==> src/rtl/sram_arbiter_if.sv <==
// Requester and SRAM pad signal bundle for sram_arbiter.
// The slave modport is the arbiter; master is the surrounding requester/pad environment.
interface sram_arbiter_if;
    logic        a_req;
    logic        a_we;
    logic [19:0] a_addr;
    logic [15:0] a_wdata;
    logic [1:0]  a_be;
    logic        a_ack;
    logic [15:0] a_rdata;

    logic        b_req;
    logic        b_we;
    logic [19:0] b_addr;
    logic [15:0] b_wdata;
    logic [1:0]  b_be;
    logic        b_ack;
    logic [15:0] b_rdata;

    logic [19:0] sram_addr;
    logic [15:0] sram_dq_out;
    logic        sram_dq_oe;
    logic [15:0] sram_dq_in;
    logic        sram_ce_n;
    logic        sram_oe_n;
    logic        sram_we_n;
    logic        sram_lb_n;
    logic        sram_ub_n;

    modport slave (
        input  a_req, a_we, a_addr, a_wdata, a_be,
        output a_ack, a_rdata,
        input  b_req, b_we, b_addr, b_wdata, b_be,
        output b_ack, b_rdata,
        output sram_addr, sram_dq_out, sram_dq_oe,
        output sram_ce_n, sram_oe_n, sram_we_n, sram_lb_n, sram_ub_n,
        input  sram_dq_in
    );

    modport master (
        output a_req, a_we, a_addr, a_wdata, a_be,
        input  a_ack, a_rdata,
        output b_req, b_we, b_addr, b_wdata, b_be,
        input  b_ack, b_rdata,
        input  sram_addr, sram_dq_out, sram_dq_oe,
        input  sram_ce_n, sram_oe_n, sram_we_n, sram_lb_n, sram_ub_n,
        output sram_dq_in
    );
endinterface

==> src/rtl/sram_arbiter.sv <==
// Two-port arbiter for a 16-bit asynchronous SRAM: fixed-length access window,
// write turnaround cycle, and a bounded wait for the low-priority port B.
//
// state  | meaning
// IDLE   | pins parked, choose a requester and launch an access
// ACCESS | strobes held for ACCESS_CYCLES clocks, down-counter to terminal count
// TURN   | one clock of data/address hold after a write before releasing the pad
module sram_arbiter #(
    parameter int ACCESS_CYCLES = 2,
    parameter int STARVE_LIMIT  = 8
) (
    input logic          clk_clk,
    input logic          reset_reset_n,
    sram_arbiter_if.slave bus
);
    typedef enum logic [1:0] {IDLE, ACCESS, TURN} state_t;

    state_t      state_q, state_d;
    logic [3:0]  cnt_q, cnt_d;
    logic        sel_b_q, sel_b_d;
    logic        wr_q, wr_d;
    logic [7:0]  starve_q, starve_d;
    logic [19:0] addr_q, addr_d;
    logic [15:0] dq_out_q, dq_out_d;
    logic        dq_oe_q, dq_oe_d;
    logic        ce_n_q, ce_n_d;
    logic        oe_n_q, oe_n_d;
    logic        we_n_q, we_n_d;
    logic        lb_n_q, lb_n_d;
    logic        ub_n_q, ub_n_d;
    logic        a_ack_q, a_ack_d;
    logic        b_ack_q, b_ack_d;
    logic [15:0] a_rdata_q, a_rdata_d;
    logic [15:0] b_rdata_q, b_rdata_d;

    logic        a_elig, b_elig, go_a, go_b;
    logic        gnt_we;
    logic [19:0] gnt_addr;
    logic [15:0] gnt_wdata;
    logic [1:0]  gnt_be;

    // Assertion is immediate; release is retimed to clk_sys through two flops.
    logic [1:0]  rst_sync;
    logic        rst_n;

    always_ff @(posedge clk_clk or negedge reset_reset_n) begin
        if (!reset_reset_n) rst_sync <= 2'b00;
        else                rst_sync <= {rst_sync[0], 1'b1};
    end

    assign rst_n = rst_sync[1];

    always_ff @(posedge clk_clk or negedge rst_n) begin
        if (!rst_n) begin
            state_q   <= IDLE;
            cnt_q     <= '0;
            sel_b_q   <= 1'b0;
            wr_q      <= 1'b0;
            starve_q  <= '0;
            addr_q    <= '0;
            dq_out_q  <= '0;
            dq_oe_q   <= 1'b0;
            ce_n_q    <= 1'b1;
            oe_n_q    <= 1'b1;
            we_n_q    <= 1'b1;
            lb_n_q    <= 1'b1;
            ub_n_q    <= 1'b1;
            a_ack_q   <= 1'b0;
            b_ack_q   <= 1'b0;
            a_rdata_q <= '0;
            b_rdata_q <= '0;
        end else begin
            state_q   <= state_d;
            cnt_q     <= cnt_d;
            sel_b_q   <= sel_b_d;
            wr_q      <= wr_d;
            starve_q  <= starve_d;
            addr_q    <= addr_d;
            dq_out_q  <= dq_out_d;
            dq_oe_q   <= dq_oe_d;
            ce_n_q    <= ce_n_d;
            oe_n_q    <= oe_n_d;
            we_n_q    <= we_n_d;
            lb_n_q    <= lb_n_d;
            ub_n_q    <= ub_n_d;
            a_ack_q   <= a_ack_d;
            b_ack_q   <= b_ack_d;
            a_rdata_q <= a_rdata_d;
            b_rdata_q <= b_rdata_d;
        end
    end

    always_comb begin
        state_d   = state_q;
        cnt_d     = cnt_q;
        sel_b_d   = sel_b_q;
        wr_d      = wr_q;
        starve_d  = starve_q;
        addr_d    = addr_q;
        dq_out_d  = dq_out_q;
        dq_oe_d   = dq_oe_q;
        ce_n_d    = ce_n_q;
        oe_n_d    = oe_n_q;
        we_n_d    = we_n_q;
        lb_n_d    = lb_n_q;
        ub_n_d    = ub_n_q;
        a_ack_d   = 1'b0;
        b_ack_d   = 1'b0;
        a_rdata_d = a_rdata_q;
        b_rdata_d = b_rdata_q;

        // A port whose ack is still high has just finished; it must not be re-captured.
        a_elig    = bus.a_req & ~a_ack_q;
        b_elig    = bus.b_req & ~b_ack_q;
        go_a      = a_elig & (~b_elig | (starve_q < 8'(STARVE_LIMIT)));
        go_b      = b_elig & ~go_a;
        gnt_we    = go_b ? bus.b_we    : bus.a_we;
        gnt_addr  = go_b ? bus.b_addr  : bus.a_addr;
        gnt_wdata = go_b ? bus.b_wdata : bus.a_wdata;
        gnt_be    = go_b ? bus.b_be    : bus.a_be;

        case (state_q)
            IDLE: begin
                if (!bus.b_req) starve_d = '0;
                if (go_a || go_b) begin
                    state_d = ACCESS;
                    cnt_d   = 4'(ACCESS_CYCLES - 1);
                    sel_b_d = go_b;
                    wr_d    = gnt_we;
                    addr_d  = gnt_addr;
                    ce_n_d  = 1'b0;
                    lb_n_d  = ~gnt_be[0];
                    ub_n_d  = ~gnt_be[1];
                    if (gnt_we) begin
                        we_n_d   = 1'b0;
                        dq_oe_d  = 1'b1;
                        dq_out_d = gnt_wdata;
                    end else begin
                        oe_n_d   = 1'b0;
                    end
                    if (go_b)
                        starve_d = '0;
                    else if (bus.b_req && starve_q != 8'hFF)
                        starve_d = starve_q + 8'd1;
                end
            end
            ACCESS: begin
                if (cnt_q == 4'd0) begin
                    ce_n_d = 1'b1;
                    oe_n_d = 1'b1;
                    we_n_d = 1'b1;
                    lb_n_d = 1'b1;
                    ub_n_d = 1'b1;
                    if (sel_b_q) b_ack_d = 1'b1;
                    else         a_ack_d = 1'b1;
                    if (wr_q) begin
                        state_d = TURN;
                    end else begin
                        state_d = IDLE;
                        if (sel_b_q) b_rdata_d = bus.sram_dq_in;
                        else         a_rdata_d = bus.sram_dq_in;
                    end
                end else begin
                    cnt_d = cnt_q - 4'd1;
                end
            end
            TURN: begin
                dq_oe_d = 1'b0;
                state_d = IDLE;
            end
            default: state_d = IDLE;
        endcase
    end

    assign bus.a_ack       = a_ack_q;
    assign bus.b_ack       = b_ack_q;
    assign bus.a_rdata     = a_rdata_q;
    assign bus.b_rdata     = b_rdata_q;
    assign bus.sram_addr   = addr_q;
    assign bus.sram_dq_out = dq_out_q;
    assign bus.sram_dq_oe  = dq_oe_q;
    assign bus.sram_ce_n   = ce_n_q;
    assign bus.sram_oe_n   = oe_n_q;
    assign bus.sram_we_n   = we_n_q;
    assign bus.sram_lb_n   = lb_n_q;
    assign bus.sram_ub_n   = ub_n_q;
endmodule

==> src/flat_wrapper.sv <==
// flat-port wrapper written by rule: the top's interface ports become plain ports
module sram_arbiter_flat 
#(
    parameter int ACCESS_CYCLES = 2,
    parameter int STARVE_LIMIT  = 8
)
  (clk_clk, reset_reset_n, bus_a_req, bus_a_we, bus_a_addr, bus_a_wdata, bus_a_be, bus_a_ack, bus_a_rdata, bus_b_req, bus_b_we, bus_b_addr, bus_b_wdata, bus_b_be, bus_b_ack, bus_b_rdata, bus_sram_addr, bus_sram_dq_out, bus_sram_dq_oe, bus_sram_ce_n, bus_sram_oe_n, bus_sram_we_n, bus_sram_lb_n, bus_sram_ub_n, bus_sram_dq_in);
  sram_arbiter_if bus_i ();
  input logic clk_clk;
  input logic reset_reset_n;
  input wire logic [$bits(bus_i.a_req)-1:0] bus_a_req;
  input wire logic [$bits(bus_i.a_we)-1:0] bus_a_we;
  input wire logic [$bits(bus_i.a_addr)-1:0] bus_a_addr;
  input wire logic [$bits(bus_i.a_wdata)-1:0] bus_a_wdata;
  input wire logic [$bits(bus_i.a_be)-1:0] bus_a_be;
  output wire logic [$bits(bus_i.a_ack)-1:0] bus_a_ack;
  output wire logic [$bits(bus_i.a_rdata)-1:0] bus_a_rdata;
  input wire logic [$bits(bus_i.b_req)-1:0] bus_b_req;
  input wire logic [$bits(bus_i.b_we)-1:0] bus_b_we;
  input wire logic [$bits(bus_i.b_addr)-1:0] bus_b_addr;
  input wire logic [$bits(bus_i.b_wdata)-1:0] bus_b_wdata;
  input wire logic [$bits(bus_i.b_be)-1:0] bus_b_be;
  output wire logic [$bits(bus_i.b_ack)-1:0] bus_b_ack;
  output wire logic [$bits(bus_i.b_rdata)-1:0] bus_b_rdata;
  output wire logic [$bits(bus_i.sram_addr)-1:0] bus_sram_addr;
  output wire logic [$bits(bus_i.sram_dq_out)-1:0] bus_sram_dq_out;
  output wire logic [$bits(bus_i.sram_dq_oe)-1:0] bus_sram_dq_oe;
  output wire logic [$bits(bus_i.sram_ce_n)-1:0] bus_sram_ce_n;
  output wire logic [$bits(bus_i.sram_oe_n)-1:0] bus_sram_oe_n;
  output wire logic [$bits(bus_i.sram_we_n)-1:0] bus_sram_we_n;
  output wire logic [$bits(bus_i.sram_lb_n)-1:0] bus_sram_lb_n;
  output wire logic [$bits(bus_i.sram_ub_n)-1:0] bus_sram_ub_n;
  input wire logic [$bits(bus_i.sram_dq_in)-1:0] bus_sram_dq_in;
  assign bus_i.a_req = bus_a_req;
  assign bus_i.a_we = bus_a_we;
  assign bus_i.a_addr = bus_a_addr;
  assign bus_i.a_wdata = bus_a_wdata;
  assign bus_i.a_be = bus_a_be;
  assign bus_a_ack = bus_i.a_ack;
  assign bus_a_rdata = bus_i.a_rdata;
  assign bus_i.b_req = bus_b_req;
  assign bus_i.b_we = bus_b_we;
  assign bus_i.b_addr = bus_b_addr;
  assign bus_i.b_wdata = bus_b_wdata;
  assign bus_i.b_be = bus_b_be;
  assign bus_b_ack = bus_i.b_ack;
  assign bus_b_rdata = bus_i.b_rdata;
  assign bus_sram_addr = bus_i.sram_addr;
  assign bus_sram_dq_out = bus_i.sram_dq_out;
  assign bus_sram_dq_oe = bus_i.sram_dq_oe;
  assign bus_sram_ce_n = bus_i.sram_ce_n;
  assign bus_sram_oe_n = bus_i.sram_oe_n;
  assign bus_sram_we_n = bus_i.sram_we_n;
  assign bus_sram_lb_n = bus_i.sram_lb_n;
  assign bus_sram_ub_n = bus_i.sram_ub_n;
  assign bus_i.sram_dq_in = bus_sram_dq_in;
  sram_arbiter #(.ACCESS_CYCLES(ACCESS_CYCLES), .STARVE_LIMIT(STARVE_LIMIT)) u_core (.clk_clk(clk_clk), .reset_reset_n(reset_reset_n), .bus(bus_i));
endmodule
==> config.mk <==
export PLATFORM = sky130hd
export DESIGN_NAME = sram_arbiter_flat
export DESIGN_NICKNAME = d
export VERILOG_FILES = /design/src/rtl/sram_arbiter_if.sv /design/src/rtl/sram_arbiter.sv /design/src/flat_wrapper.sv
export SDC_FILE = /design/constraint.sdc
export NUM_CORES = 1
export LEC_CHECK = 0
export ABC_AREA = 1
export BUFFER_PORTS_ARGS = -buffer_cell sky130_fd_sc_hd__buf_2
export CAP_MARGIN = 10
export CORE_AREA = 2 2 78 154
export DETAILED_ROUTE_END_ITERATION = 10
export DIE_AREA = 0 0 80 156
export GPL_ROUTABILITY_DRIVEN = 0
export PLACE_DENSITY = 0.69
export SLEW_MARGIN = 5
export SYNTH_ARGS = -nofsm -noshare
export SYNTH_HDL_FRONTEND = slang
export SYNTH_SLANG_ARGS = --single-unit
==> constraint.sdc <==
create_clock -name clk_clk -period 2.85 [get_ports clk_clk]
set_input_delay 0.285 -clock clk_clk [delete_from_list [all_inputs] [get_ports clk_clk]]
set_output_delay 0.285 -clock clk_clk [all_outputs]
set_load 0.05 [all_outputs]
# Word-level counts from Yosys, hierarchy flattened
# Index checks and enable logic that the tools add are counted.
[word_totals]
ramBits = 0
reg_bits = 94
inputBits = 98
romBits = 0
memories = 0
latch_bits = 0
out_inout_bits = 76
[op_classes]
n_reduce_logical = 16
mul = 0
n_eq_ne = 8
muxes = 37
n_div = 0
shifts = 0
magnitude_cmp = 1
bitwise = 13
n_addsub = 2
[ops]
columns = ["cell", "count"]
rows = [
  ["8-bit 2-to-1 mux", 4],
  ["20-bit 2-to-1 mux", 1],
  ["1-bit 2-to-1 mux", 17],
  ["16-bit 2-to-1 mux", 1],
  ["4-bit AND reduction", 4],
  ["1-bit case mux with 2 select lines", 6],
  ["3-bit AND reduction", 4],
  ["8-bit by 1-bit adder with 8-bit output (second input constant)", 1],
  ["8-bit by 4-bit < comparator with 1-bit output (second input constant)", 1],
  ["2-bit 2-to-1 mux", 4],
  ["4-bit 2-to-1 mux", 2],
  ["8-bit inequality test (second input constant)", 1],
  ["1-bit inverter", 8],
  ["4-bit case mux with 2 select lines", 1],
  ["2-bit by 1-bit inequality test with 1-bit output (second input constant)", 3],
  ["1-bit bitwise AND", 4],
  ["4-bit zero test", 1],
  ["2-bit inequality test (second input constant)", 2],
  ["2-bit case mux with 2 select lines", 1],
  ["2-bit AND reduction", 2],
  ["2-bit nonzero test", 2],
  ["4-bit by 1-bit subtractor with 4-bit output (second input constant)", 1],
  ["2-bit by 1-bit equality test with 1-bit output (second input constant)", 1],
  ["2-bit equality test (second input constant)", 1],
  ["4 further kinds", 4],
]

# Longest topological paths before layout
# Gate-level depths: netlist of run 1.
[logic_depth]
ltp_word = 11
depth_mapped = 11

# Least setup slack after synthesis of run 1
# OpenSTA, ideal clock, no wires.
[synth_path]
kind = "flip-flop to flip-flop"
from = "register u_core.a_ack_q, in the netlist u_core.bus.a_ack"
to = "register u_core.dq_out_q[10], in the netlist u_core.bus.sram_dq_out[10]"
setup_slack_ns = 1.248
required_ns = 2.732
synth_period_minus_slack_ns = 1.602
path_stages_with_launch = 11
arrival_ns = 1.484
cell_sequence = "dfrtp_1 inv_1 nand2_1 nor2_1 nand2_2 buf_6 nand3_4 nand3_4 buf_6 nand2_1 nand2_1"
[synth_between]
elab_chain_len = 7
[synth_rtl]
columns = ["item", "line", "source"]
rows = [
  ["start: declaration", "sram_arbiter.sv:31", "logic a_ack_q, a_ack_d;"],
  ["start signal: assignment", "sram_arbiter.sv:86", "a_ack_q <= a_ack_d;"],
  ["1-bit inverter (*)", "sram_arbiter.sv:113", "a_elig = bus.a_req & ~a_ack_q;"],
  ["1-bit bitwise AND (*)", "sram_arbiter.sv:113", ""],
  ["1-bit bitwise AND (*)", "sram_arbiter.sv:115", "go_a = a_elig & (~b_elig | (starve_q < 8'(STARVE_LIMIT)));"],
  ["1-bit inverter", "sram_arbiter.sv:116", "go_b = b_elig & ~go_a;"],
  ["1-bit bitwise AND", "sram_arbiter.sv:116", ""],
  ["1-bit 2-to-1 mux or 1-bit logical OR (tied branches)", "sram_arbiter.sv:117, sram_arbiter.sv:125", ""],
  ["3-bit AND reduction (no line)", "--", ""],
  ["end signal: assignment", "sram_arbiter.sv:79", "dq_out_q <= dq_out_d;"],
  ["end: declaration", "sram_arbiter.sv:24", "logic [15:0] dq_out_q, dq_out_d;"],
]
# Every way passes the cells marked *; elsewhere a longest branch is shown, timed or not.
# A chain may end at the register's enable or synchronous reset.

# Worst setup path after layout of run 1
[layout_path]
from = "register u_core.starve_q[5]"
to = "register u_core.ub_n_q, in the netlist u_core.bus.sram_ub_n"
[layout_between]
elab_chain_len = 9
[layout_rtl]
columns = ["item", "line", "source"]
rows = [
  ["start: declaration", "sram_arbiter.sv:22", "logic [7:0] starve_q, starve_d;"],
  ["start signal: assignment", "sram_arbiter.sv:77", "starve_q <= starve_d;"],
  ["8-bit by 4-bit < comparator with 1-bit output (*)", "sram_arbiter.sv:115", ""],
  ["1-bit bitwise OR (*)", "sram_arbiter.sv:115", ""],
  ["1-bit bitwise AND (*)", "sram_arbiter.sv:115", ""],
  ["1-bit inverter", "sram_arbiter.sv:116", ""],
  ["1-bit bitwise AND", "sram_arbiter.sv:116", ""],
  ["2-bit 2-to-1 mux", "sram_arbiter.sv:120", "gnt_be = go_b ? bus.b_be : bus.a_be;"],
  ["1-bit inverter", "sram_arbiter.sv:133", "ub_n_d = ~gnt_be[1];"],
  ["1-bit 2-to-1 mux", "sram_arbiter.sv:125", "if (go_a || go_b) begin"],
  ["1-bit case mux with 2 select lines", "sram_arbiter.sv:122", "case (state_q)"],
  ["end signal: assignment", "sram_arbiter.sv:85", "ub_n_q <= ub_n_d;"],
  ["end: declaration", "sram_arbiter.sv:30", "logic ub_n_q, ub_n_d;"],
]
# Every way passes the cells marked *; elsewhere a longest branch is shown, timed or not. The select of a mux whose other input is x is not followed.

==> run metrics, run 1 <==
outcome=finished clean; Num Clock Sinks=94; die width=80 um; drt drc=0; Min-Delay Endpoint=u_core.bus.sram_addr[13]$_DFFE_PN0P_; # H-tree levels=3; die area=12500 sq um; ratio of cells with drive above 1 in the final layout=32.5%; CP max stage cell=nor2_4; Clk network pwr share=17.0%; vias per cell=4.78; initial antenna violation count=0; clock transition at the registers of the reported paths=0.07 ns; register area share after synthesis=53.6%; Worst R2R End=u_core.bus.sram_ub_n$_DFFE_PN1P_; combinational cell fraction of total power=51.7%; Startpoint Class=flop; row cnt=55; worst vdd ir=0.684 mV; remaining global-route overflow=0; Slew HR=59.0%; Post-Route WL=11.4 mm; R2R setup slack=0.93 ns; worst setup margin=0.927 ns; max frequency=0.520 GHz; Post-Syn Instances=532; Setup Fix Bufs, Post-CTS=0; pre-CTS setup slack=0.881 ns; hold_sp=bus_a_addr[13]; Power Density=1280 nW/um^2; internal power=3.48 mW; most frequent cell on the critical path=nand2_1; CTS tree=built; sw frac=52.0%; hold_buf cts=1; synthesized flop and latch total=94; Final Hold Vio Count=0; worst-path fanout max=22; switching power=3.77 mW; Worst Hold Class=input pin to flop; GRT Total Usage=18.7%; Max Buffers Root-to-Sink=2; leakage=3.09 nW; largest net degree at the start of global routing=85; Yosys cell types=30; Mean Syn Cell Area=8.27 sq um; crit path cell chain=inv_2, nand2_1, nor2_1, nand2_2, nand2_2, nor2_4, nand2_1, nand2_1, nor2_1; Die Ht=156 um; I/O pin count=174; WS Path Type=flop to flop; Max-Cap Viols=0; Starting Density=39.0%; final setup skew=0.00702 ns; Initial DRC Count=154; first-pass GRT wire length=18.2 mm; vias in the first global route=4021; core area=11300 sq um; cts repair resizes=0; Syn Std Cell Area=4400 sq um; RSZ-0062 raised after global routing=no; Worst R2R Path Depth=9; port buffer count=173; Net count, final=801; Crit Reg-Reg Startpoint=u_core.starve_q[5]$_DFFE_PN0N_; Root Buffer=clkbuf_16; filler cell count=1091; Worst EP required=3.12 ns; wire length per cell=13.4 um; max-slew violations=0; synth-to-layout area growth=28.4%; Clock Latency Late Sink=0.34 ns; antenna-violating nets left=0; final cycle utilization of the critical path=67.5%; sequential power share=31.2%; YS warnings=0; crit end category=flop; worst-margin pin slew=0.616 ns; vias post-DR=4049; post-DP HPWL=8.59 mm; CTS buffer count=9; crit path time final=1.92 ns; DR pass1 iterations=4; setup_tns=0 ns; largest stage delay on the critical path=0.51 ns; # diodes=0; Worst EP arrival=2.19 ns; Worst Hold Depth=3; final setup fails=0; Mapped Nets=633
-- cell families after synthesis --
group / after synthesis / share of synthesized area, %
other: 1 / 0.0852
flip-flops: 94 / 53.6
adder cells (fa/ha/maj): 3 / 0.853
XOR/XNOR: 2 / 0.398
AND/OR/NAND/NOR: 315 / 31.4
AO/OA/AOI/OAI: 52 / 6.23
buffers and inverters: 65 / 7.42
-- metrics by stage --
| stage | utilization, % | hold slack (ns) | total power [mW] | instances | area (sq um) |
|---|---|---|---|---|---|
| 4_1_cts | 49.9 | 0.130 | 7.32 | 846 | 5630 |
| 5_1_grt | 50.1 | 0.139 | 7.69 | 847 | 5650 |
| 6_report | 50.1 | 0.144 | 7.24 | 847 | 5650 |
| 2_1_floorplan | - | -0.0106 | 5.19 | 532 | 4400 |
| 3_5_place_dp | 47.1 | 0.0762 | 6.06 | 829 | 5320 |
| 3_3_place_gp | 47.1 | 0.0709 | 5.99 | 829 | 5320 |
-- metal layers --
metal | track usage [%] | up-vias | routed length (um)
met5 | 0 | - | 0
li1 | - | 2008 | -
met2 | 34.2 | 157 | 6000
met4 | 7.26 | 0 | 251
met1 | 19.5 | 1869 | 4260
met3 | 5.44 | 15 | 868
-- cells in the mapped netlist (all sizes together) --
master,instances,share of area (%)
or2,3,0.43
inv,42,3.6
a21boi,1,0.17
dfstp,5,3.0
nand2,201,18
o21ai,31,3.5
dfrtp,89,51
conb,1,0.085
xor2,2,0.40
nor3,4,0.71
a21oi,20,2.5
nand4,1,0.14
nor2,42,4.2
buf,19,3.5
ha,3,0.85
nand3,64,8.0
clkbuf,4,0.34
-- power by group through the flow --
stage / Combinational (mW) / Sequential [mW] / Clock (mW)
2_1_floorplan: 1.21 / 3.98 / 0
3_3_place_gp: 3.72 / 2.27 / 0
3_5_place_dp: 3.78 / 2.28 / 0
4_1_cts: 3.78 / 2.28 / 1.27
5_1_grt: 4.03 / 2.33 / 1.33
6_report: 3.75 / 2.26 / 1.23
-- sequential cells by signal, summed over array words and instances (netlist names), 2 cells and up --
register	cells
u_core.bus.sram_addr	20
u_core.bus.b_rdata	16
u_core.bus.sram_dq_out	16
u_core.rst_sync	2
u_core.cnt_q	4
u_core.starve_q	8
u_core.state_q	2
u_core.bus.a_rdata	16
-- critical path, delay by kind of cell, from the launching register on --
family / cells / cell delay, ns
and+or+nand+nor: 8 / 1.31
buffers and inverters: 1 / 0.06
DFF: 1 / 0.46
-- worst max-delay path by stage --
stage	from	endpoint	slack, ns	cells after the start
final	u_core.starve_q[5]$_DFFE_PN0N_	u_core.bus.sram_ub_n$_DFFE_PN1P_	0.93	9
after global routing	u_core.state_q[1]$_DFFE_PN0P_	u_core.starve_q[7]$_DFFE_PN0N_	0.65	5
after CTS	u_core.state_q[1]$_DFFE_PN0P_	u_core.starve_q[7]$_DFFE_PN0N_	0.86	5
after detailed placement	u_core.state_q[1]$_DFFE_PN0P_	u_core.starve_q[7]$_DFFE_PN0N_	0.88	5
after global placement	bus_b_req	u_core.bus.sram_lb_n$_DFFE_PN1P_	0.94	8
after floorplan	u_core.rst_sync[1]$_DFF_PN0_	u_core.bus.a_ack$_DFF_PN0_	0.05	0
-- placed cells by master, fill, tap and decap left out, types with 3 or more instances in the layout --
master     netlist  routed
nand2_1        191     191
buf_2            3     173
dfrtp_1         89      88
nand3_1         61      61
inv_1           37      37
nor2_1          37      37
o21ai_0         24      24
a21oi_1         19      19
clkbuf_16        0       9
nand2_2          8       8
o21ai_1          7       7
inv_2            5       5
buf_4            9       5
dfstp_2          5       5
nor2_4           3       3
or2_2            3       3
nor3_1           3       3
ha_1             3       3
-- layout make-up --
class / instances / area [sq um] / area share [%]
Clock buffer: 9 / 225 / 3.99
Clock inverter: 7 / 78.8 / 1.40
Timing Repair Buffer: 180 / 933 / 16.5
Multi-Input combinational cell: 373 / 1710 / 30.3
Sequential cell: 94 / 2360 / 41.8
Tap cell: 142 / 178 / 3.15
Inverter: 42 / 158 / 2.79
(Power assumes the default switching activity.)
==> inputs of run 2 (changes only) <==
--- a/config.mk
+++ b/config.mk
@@ -12,7 +12,7 @@
 export DETAILED_ROUTE_END_ITERATION = 10
 export DIE_AREA = 0 0 80 156
 export GPL_ROUTABILITY_DRIVEN = 0
-export PLACE_DENSITY = 0.69
+export PLACE_DENSITY = 0.66
 export SLEW_MARGIN = 5
 export SYNTH_ARGS = -nofsm -noshare
 export SYNTH_HDL_FRONTEND = slang
==> constraint.sdc (replaced) <==
create_clock -name clk_clk -period 1.8 [get_ports clk_clk]
set_input_delay 0.18 -clock clk_clk [delete_from_list [all_inputs] [get_ports clk_clk]]
set_output_delay 0.18 -clock clk_clk [all_outputs]
set_load 0.05 [all_outputs]
==> run 2 against run 1 <==
First-iteration DRC count fell by 13%. Critical path type unchanged. Total power grew 59%. Largest cell class unchanged. Largest power group unchanged. Critical endpoint is now u_core.bus.sram_oe_n$_DFFE_PN1P_. Sequential power up 58%.
==> run metrics, run 2 (synthesized netlist as in run 1, its figures left out) <==
DR pass1 iterations=4 (unchanged); post-DP HPWL=8.71 mm (+1.4%); final setup skew=0.0106 ns (+0.00353 ns); first-pass GRT wire length=18.7 mm (+3.0%); max FFs per register=20 (unchanged); final cycle utilization of the critical path=90.0% (+22 points); Die Ht=156 um (unchanged); Power Density=2000 nW/um^2 (+56%); max frequency=0.618 GHz (+19%); Worst setup endpoint=u_core.bus.sram_oe_n$_DFFE_PN1P_; Worst R2R Path Depth=7 (-2); final setup fails=0 (unchanged); crit path time final=1.62 ns (-0.304 ns); drt drc=0 (unchanged); row cnt=55 (unchanged); vias per cell=4.74 (-0.89%); worst-margin pin slew=0.543 ns (-0.0727 ns); crit end category=flop; CTS tree=built; worst setup margin=0.181 ns (-0.746 ns); leakage=3.14 nW (+1.7%); Starting Density=39.0% (unchanged); remaining global-route overflow=0 (unchanged); max-slew violations=0 (unchanged); Worst EP arrival=1.89 ns (-0.30 ns); die width=80 um (unchanged); Crit Reg-Reg Startpoint=u_core.state_q[1]$_DFFE_PN0P_; Startpoint Class=flop; Slew HR=63.6% (+4.6 points); I/O pin count=174 (unchanged); Root Buffer=clkbuf_16; synth-to-layout area growth=30.9%; worst vdd ir=1.14 mV (+66%); GRT Total Usage=19.0% (+0.27 points); clock transition at the registers of the reported paths=0.07 ns (about the same); most frequent cells in the layout=nand2_1, buf_2, dfrtp_1, nand3_1; initial antenna violation count=0 (unchanged); # H-tree levels=3 (unchanged); CTS buffer count=9 (unchanged); Worst EP required=2.07 ns (-1.05 ns); antenna-violating nets left=0 (unchanged); WS Path Type=flop to flop; setup_tns=0 ns (unchanged); Net count, final=812 (+1.4%); wire length per cell=13.4 um (about the same); outcome=finished clean; Clock Latency Late Sink=0.34 ns (about the same); Max Buffers Root-to-Sink=2 (unchanged); die area=12500 sq um (unchanged); Final Hold Vio Count=0 (unchanged); Worst Hold Class=input pin to flop; Cell Area, Placed=5430 sq um (+2.1%); Initial DRC Count=134 (-13%); cell area after layout=5760 sq um (+1.9%); filler cell count=1106 (+1.4%); Worst Setup SP=u_core.state_q[1]$_DFFE_PN0P_; # diodes=0 (unchanged); vias in the first global route=4149 (+3.2%); commonest non-fill, non-tap cell in the layout=nand2_1; hold_sp=bus_b_be[0]; RSZ-0062 raised after global routing=no; vias post-DR=4065 (+0.40%); Post-Route WL=11.5 mm (+1.3%); Num Clock Sinks=94 (unchanged); Max-Cap Viols=0 (unchanged); Worst R2R End=u_core.bus.sram_oe_n$_DFFE_PN1P_; ratio of cells with drive above 1 in the final layout=33.5% (+1.0 points); worst-path fanout max=14 (-36%); core area=11300 sq um (unchanged); largest net degree at the start of global routing=38 (-55%); port buffer count=173 (unchanged); pre-CTS setup slack=0.132 ns (-0.749 ns); WHS=0.0309 ns (-0.113 ns); R2R setup slack=0.18 ns (-0.75 ns)
[run 2: layout make-up]
cell class                      instances  area (sq um)  area share (%)
Sequential cell                        94          2360            41.0
Clock buffer                           10           239            4.15
Tap cell                              142           178            3.09
Timing Repair Buffer                  190          1040            18.0
Multi-Input combinational cell        374          1730            30.1
Clock inverter                          6          51.3           0.891
Inverter                               42           158            2.74
[run 2: worst max-delay path, stage by stage, from the launching register on]
cell	delay [ns]
dfrtp_1	0.43
nor2_2	0.24
nand2_4	0.18
inv_2	0.24
buf_4	0.24
nand3_1	0.09
nand2_1	0.07
nand2_1	0.05
[run 2: routing by layer]
| metal | up-vias | wire length [um] | GRT usage (%) |
|---|---|---|---|
| li1 | 2033 | - | - |
| met1 | 1879 | 4380 | 21.2 |
| met3 | 9 | 778 | 4.05 |
| met5 | - | 0 | 0 |
| met4 | 0 | 130 | 6.54 |
| met2 | 144 | 6240 | 34.6 |
[run 2: report_power, final]
part / total [mW] / switching, mW / internal [mW] / leakage (nW)
Combinational: 6.12 / 4.65 / 1.47 / 1.86
Clock: 1.84 / 0.845 / 0.994 / 0.140
Sequential: 3.56 / 0.517 / 3.05 / 1.13
[run 2: through the flow]
| stage | total power, mW | util [%] | std cells |
|---|---|---|---|
| 3_5_place_dp | 9.72 | 48.1 | 839 |
| 2_1_floorplan | 8.22 | - | 532 |
| 4_1_cts | 11.6 | 50.8 | 856 |
| 6_report | 11.5 | 51.0 | 858 |
| 5_1_grt | 12.3 | 51.0 | 858 |
| 3_3_place_gp | 9.58 | 48.1 | 839 |
[run 2: repair_timing]
item,CTS,global route
endpoints found under the hold margin,2,0
hold buffers,1,0
resized for setup,0,2
setup endpoints to repair,0,21
buffers inserted,0,1
[run 2: worst min-delay path by stage]
stage | endpoint | slack [ns] | cells after the start
2_1_floorplan | u_core.rst_sync[0]$_DFF_PN0_ | -0.12 | 0
3_3_place_gp | u_core.rst_sync[0]$_DFF_PN0_ | -0.03 | 1
3_5_place_dp | u_core.rst_sync[0]$_DFF_PN0_ | -0.03 | 1
4_1_cts | u_core.bus.sram_lb_n$_DFFE_PN1P_ | 0.02 | 4
5_1_grt | u_core.bus.sram_lb_n$_DFFE_PN1P_ | 0.03 | 4
6_report | u_core.bus.sram_lb_n$_DFFE_PN1P_ | 0.03 | 4
==> inputs of run 3 (changes only) <==
--- a/config.mk
+++ b/config.mk
@@ -8,11 +8,10 @@
 export ABC_AREA = 1
 export BUFFER_PORTS_ARGS = -buffer_cell sky130_fd_sc_hd__buf_2
 export CAP_MARGIN = 10
-export CORE_AREA = 2 2 78 154
+export CORE_AREA = 2 2 89 177
 export DETAILED_ROUTE_END_ITERATION = 10
-export DIE_AREA = 0 0 80 156
+export DIE_AREA = 0 0 91 179
 export GPL_ROUTABILITY_DRIVEN = 0
-export PLACE_DENSITY = 0.66
 export SLEW_MARGIN = 5
 export SYNTH_ARGS = -nofsm -noshare
 export SYNTH_HDL_FRONTEND = slang
==> run 3 against run 2 <==
Global-route usage shrank 5.3 points. Total power decreased by 0.74%. Non-clock buffer count down 5. Clock-buffer cell count shrank 1. Critical path depth is 2 higher. Critical path type unchanged. Largest cell class unchanged. Highest routed layer unchanged.
==> run metrics, run 3 (synthesized netlist as in run 1, its figures left out) <==
outcome=finished clean; worst-path fanout max=22 (+8); remaining global-route overflow=0 (unchanged); R2R setup slack=0.19 ns (about the same); routed metal-1 wirelength=4.95 mm (+13%); vias per cell=4.31 (-9.0%); filler cell count=1603 (+45%); Worst EP required=2.08 ns (about the same); sw frac=52.3% (+0.15 points); core area=15100 sq um (+33%); DR pass1 iterations=6 (+2); Worst Hold Depth=3 (-1); Worst R2R Path Depth=9 (+2); Clk network pwr share=16.1% (about the same); crit end category=flop; ratio of cells with drive above 1 in the final layout=33.0% (-0.56 points); Met2 Wirelength=4.83 mm (-22%); setup_tns=0 ns (unchanged); largest net degree at the start of global routing=55 (+45%); GRT Total Usage=13.6% (-5.3 points); most frequent cells in the layout=nand2_1, buf_2, dfrtp_1, nand3_1; RSZ-0062 raised after global routing=no; Max Buffers Root-to-Sink=2 (unchanged); Num Clock Sinks=94 (unchanged); Net count, final=806 (-0.74%); leakage=3.11 nW (-0.80%); CTS buffer count=9 (unchanged); Slew HR=62.0% (-1.5 points); hold_sp=bus_a_addr[10]; Worst Hold Class=input pin to flop; vias in the first global route=3809 (-8.2%); worst-margin pin slew=0.565 ns (+0.0225 ns); Placed Instances=891 (+6.2%); commonest non-fill, non-tap cell in the layout=nand2_1; top sig layer=met4; max-slew violations=0 (unchanged); switching power=5.98 mW (-0.45%); initial antenna violation count=0 (unchanged); crit path time final=1.61 ns (-0.0104 ns); Startpoint Class=flop; CTS tree=built; Max-Cap Viols=0 (unchanged); wire length per cell=11.9 um (-11%); met3 wire length=890 um (+14%); drt drc=0 (unchanged); # diodes=0 (unchanged); Worst EP arrival=1.88 ns (about the same); cell area after layout=5780 sq um (+0.43%); synth-to-layout area growth=31.4%; Crit Reg-Reg Startpoint=u_core.starve_q[5]$_DFFE_PN0N_; Setup Fix Bufs, Post-CTS=0 (unchanged); WHS=0.0361 ns (+0.00528 ns); worst vdd ir=1.07 mV (-5.6%); # H-tree levels=3 (unchanged); vias post-DR=3916 (-3.7%); Root Buffer=clkbuf_16; post-DP HPWL=8.05 mm (-7.5%); clock transition at the registers of the reported paths=0.07 ns (about the same); sequential power share=31.1% (+0.2 points); Final Hold Vio Count=0 (unchanged); max FFs per register=20 (unchanged); Post-Route WL=10.8 mm (-5.9%); I/O pin count=174 (unchanged); final cycle utilization of the critical path=89.4% (-0.58 points); Initial DRC Count=207 (+54%); final setup skew=0.00894 ns (-0.00161 ns); antenna-violating nets left=0 (unchanged); die area=16300 sq um (+31%); Die Ht=179 um (+15%); port buffer count=173 (unchanged); Power Density=1980 nW/um^2 (-1.2%); Starting Density=29.2% (-9.8 points); WS Path Type=flop to flop; internal power=5.46 mW (-1.1%); Worst R2R End=u_core.bus.sram_addr[18]$_DFFE_PN0P_; max frequency=0.622 GHz (+0.65%); combinational cell fraction of total power=52.9% (-0.2 points); row cnt=64 (+16%); Clock Latency Late Sink=0.34 ns (about the same); die width=91 um (+14%); Min-Delay Endpoint=u_core.bus.sram_addr[10]$_DFFE_PN0P_; fin cells=908 (+5.8%); first-pass GRT wire length=18.2 mm (-3.1%); final setup fails=0 (unchanged); Cell Area, Placed=5470 sq um (+0.74%)
## run 3: how the worst max path moves through the flow
stage	from	endpoint	slack, ns	cells past startpoint
2_1_floorplan	u_core.bus.a_ack$_DFF_PN0_	u_core.bus.sram_dq_out[10]$_DFFE_PN0P_	0.20	10
3_3_place_gp	u_core.cnt_q[0]$_DFFE_PN0P_	u_core.bus.a_rdata[7]$_DFFE_PN0P_	0.11	9
3_5_place_dp	u_core.cnt_q[0]$_DFFE_PN0P_	u_core.bus.a_rdata[4]$_DFFE_PN0P_	0.02	8
4_1_cts	u_core.cnt_q[0]$_DFFE_PN0P_	u_core.bus.a_rdata[4]$_DFFE_PN0P_	0.02	8
5_1_grt	u_core.starve_q[5]$_DFFE_PN0N_	u_core.bus.sram_dq_out[10]$_DFFE_PN0P_	0.009	9
6_report	u_core.starve_q[5]$_DFFE_PN0N_	u_core.bus.sram_addr[18]$_DFFE_PN0P_	0.19	9
## run 3: metal layers
layer | GRT usage [%] | vias to the layer above
met4 | 4.67 | 0
met3 | 3.57 | 15
met5 | 0 | -
met1 | 18.2 | 1711
li1 | - | 2022
met2 | 21.4 | 168
## run 3: cell type report
class	count	area [sq um]	share of cell area (%)
flip-flops and latches	94	2360	40.9
multi-input cells	373	1730	29.9
repair buffers	185	996	17.2
well taps	198	248	4.28
clock buffers	9	225	3.90
inverters	42	158	2.73
clock inverters	7	65.1	1.13
## run 3: timing repair
action | CTS | global route
hold endpoints to repair | 2 | 0
hold buffers | 1 | 0
gates resized for setup | 0 | 2
endpoints found under the setup margin | 0 | 16
## run 3: metrics by stage
stage / total power [mW] / worst slack, ns / util [%]
after floorplan: 8.22 / 0.198 / -
after global placement: 9.62 / 0.111 / 36.3
after detailed placement: 9.68 / 0.0216 / 36.3
after CTS: 11.6 / 0.0157 / 38.3
after global routing: 12.2 / 0.00858 / 38.4
final: 11.4 / 0.191 / 38.4
## run 3: power groups by stage
stage / combinational, mW / clock (mW) / sequential (mW)
floorplan: 1.91 / 0 / 6.30
CTS: 6.13 / 1.92 / 3.56
global placement: 6.04 / 0 / 3.58
finish: 6.05 / 1.84 / 3.55
detailed placement: 6.13 / 0 / 3.55
global route: 6.56 / 1.99 / 3.67
## run 3: critical path, stage by stage (launching register included)
cell	delay, ns
dfrtp_1	0.46
inv_2	0.08
nand2_1	0.04
nor2_1	0.12
nand2_2	0.08
buf_4	0.21
a21oi_4	0.22
buf_12	0.19
nand2_1	0.06
nand3_1	0.08
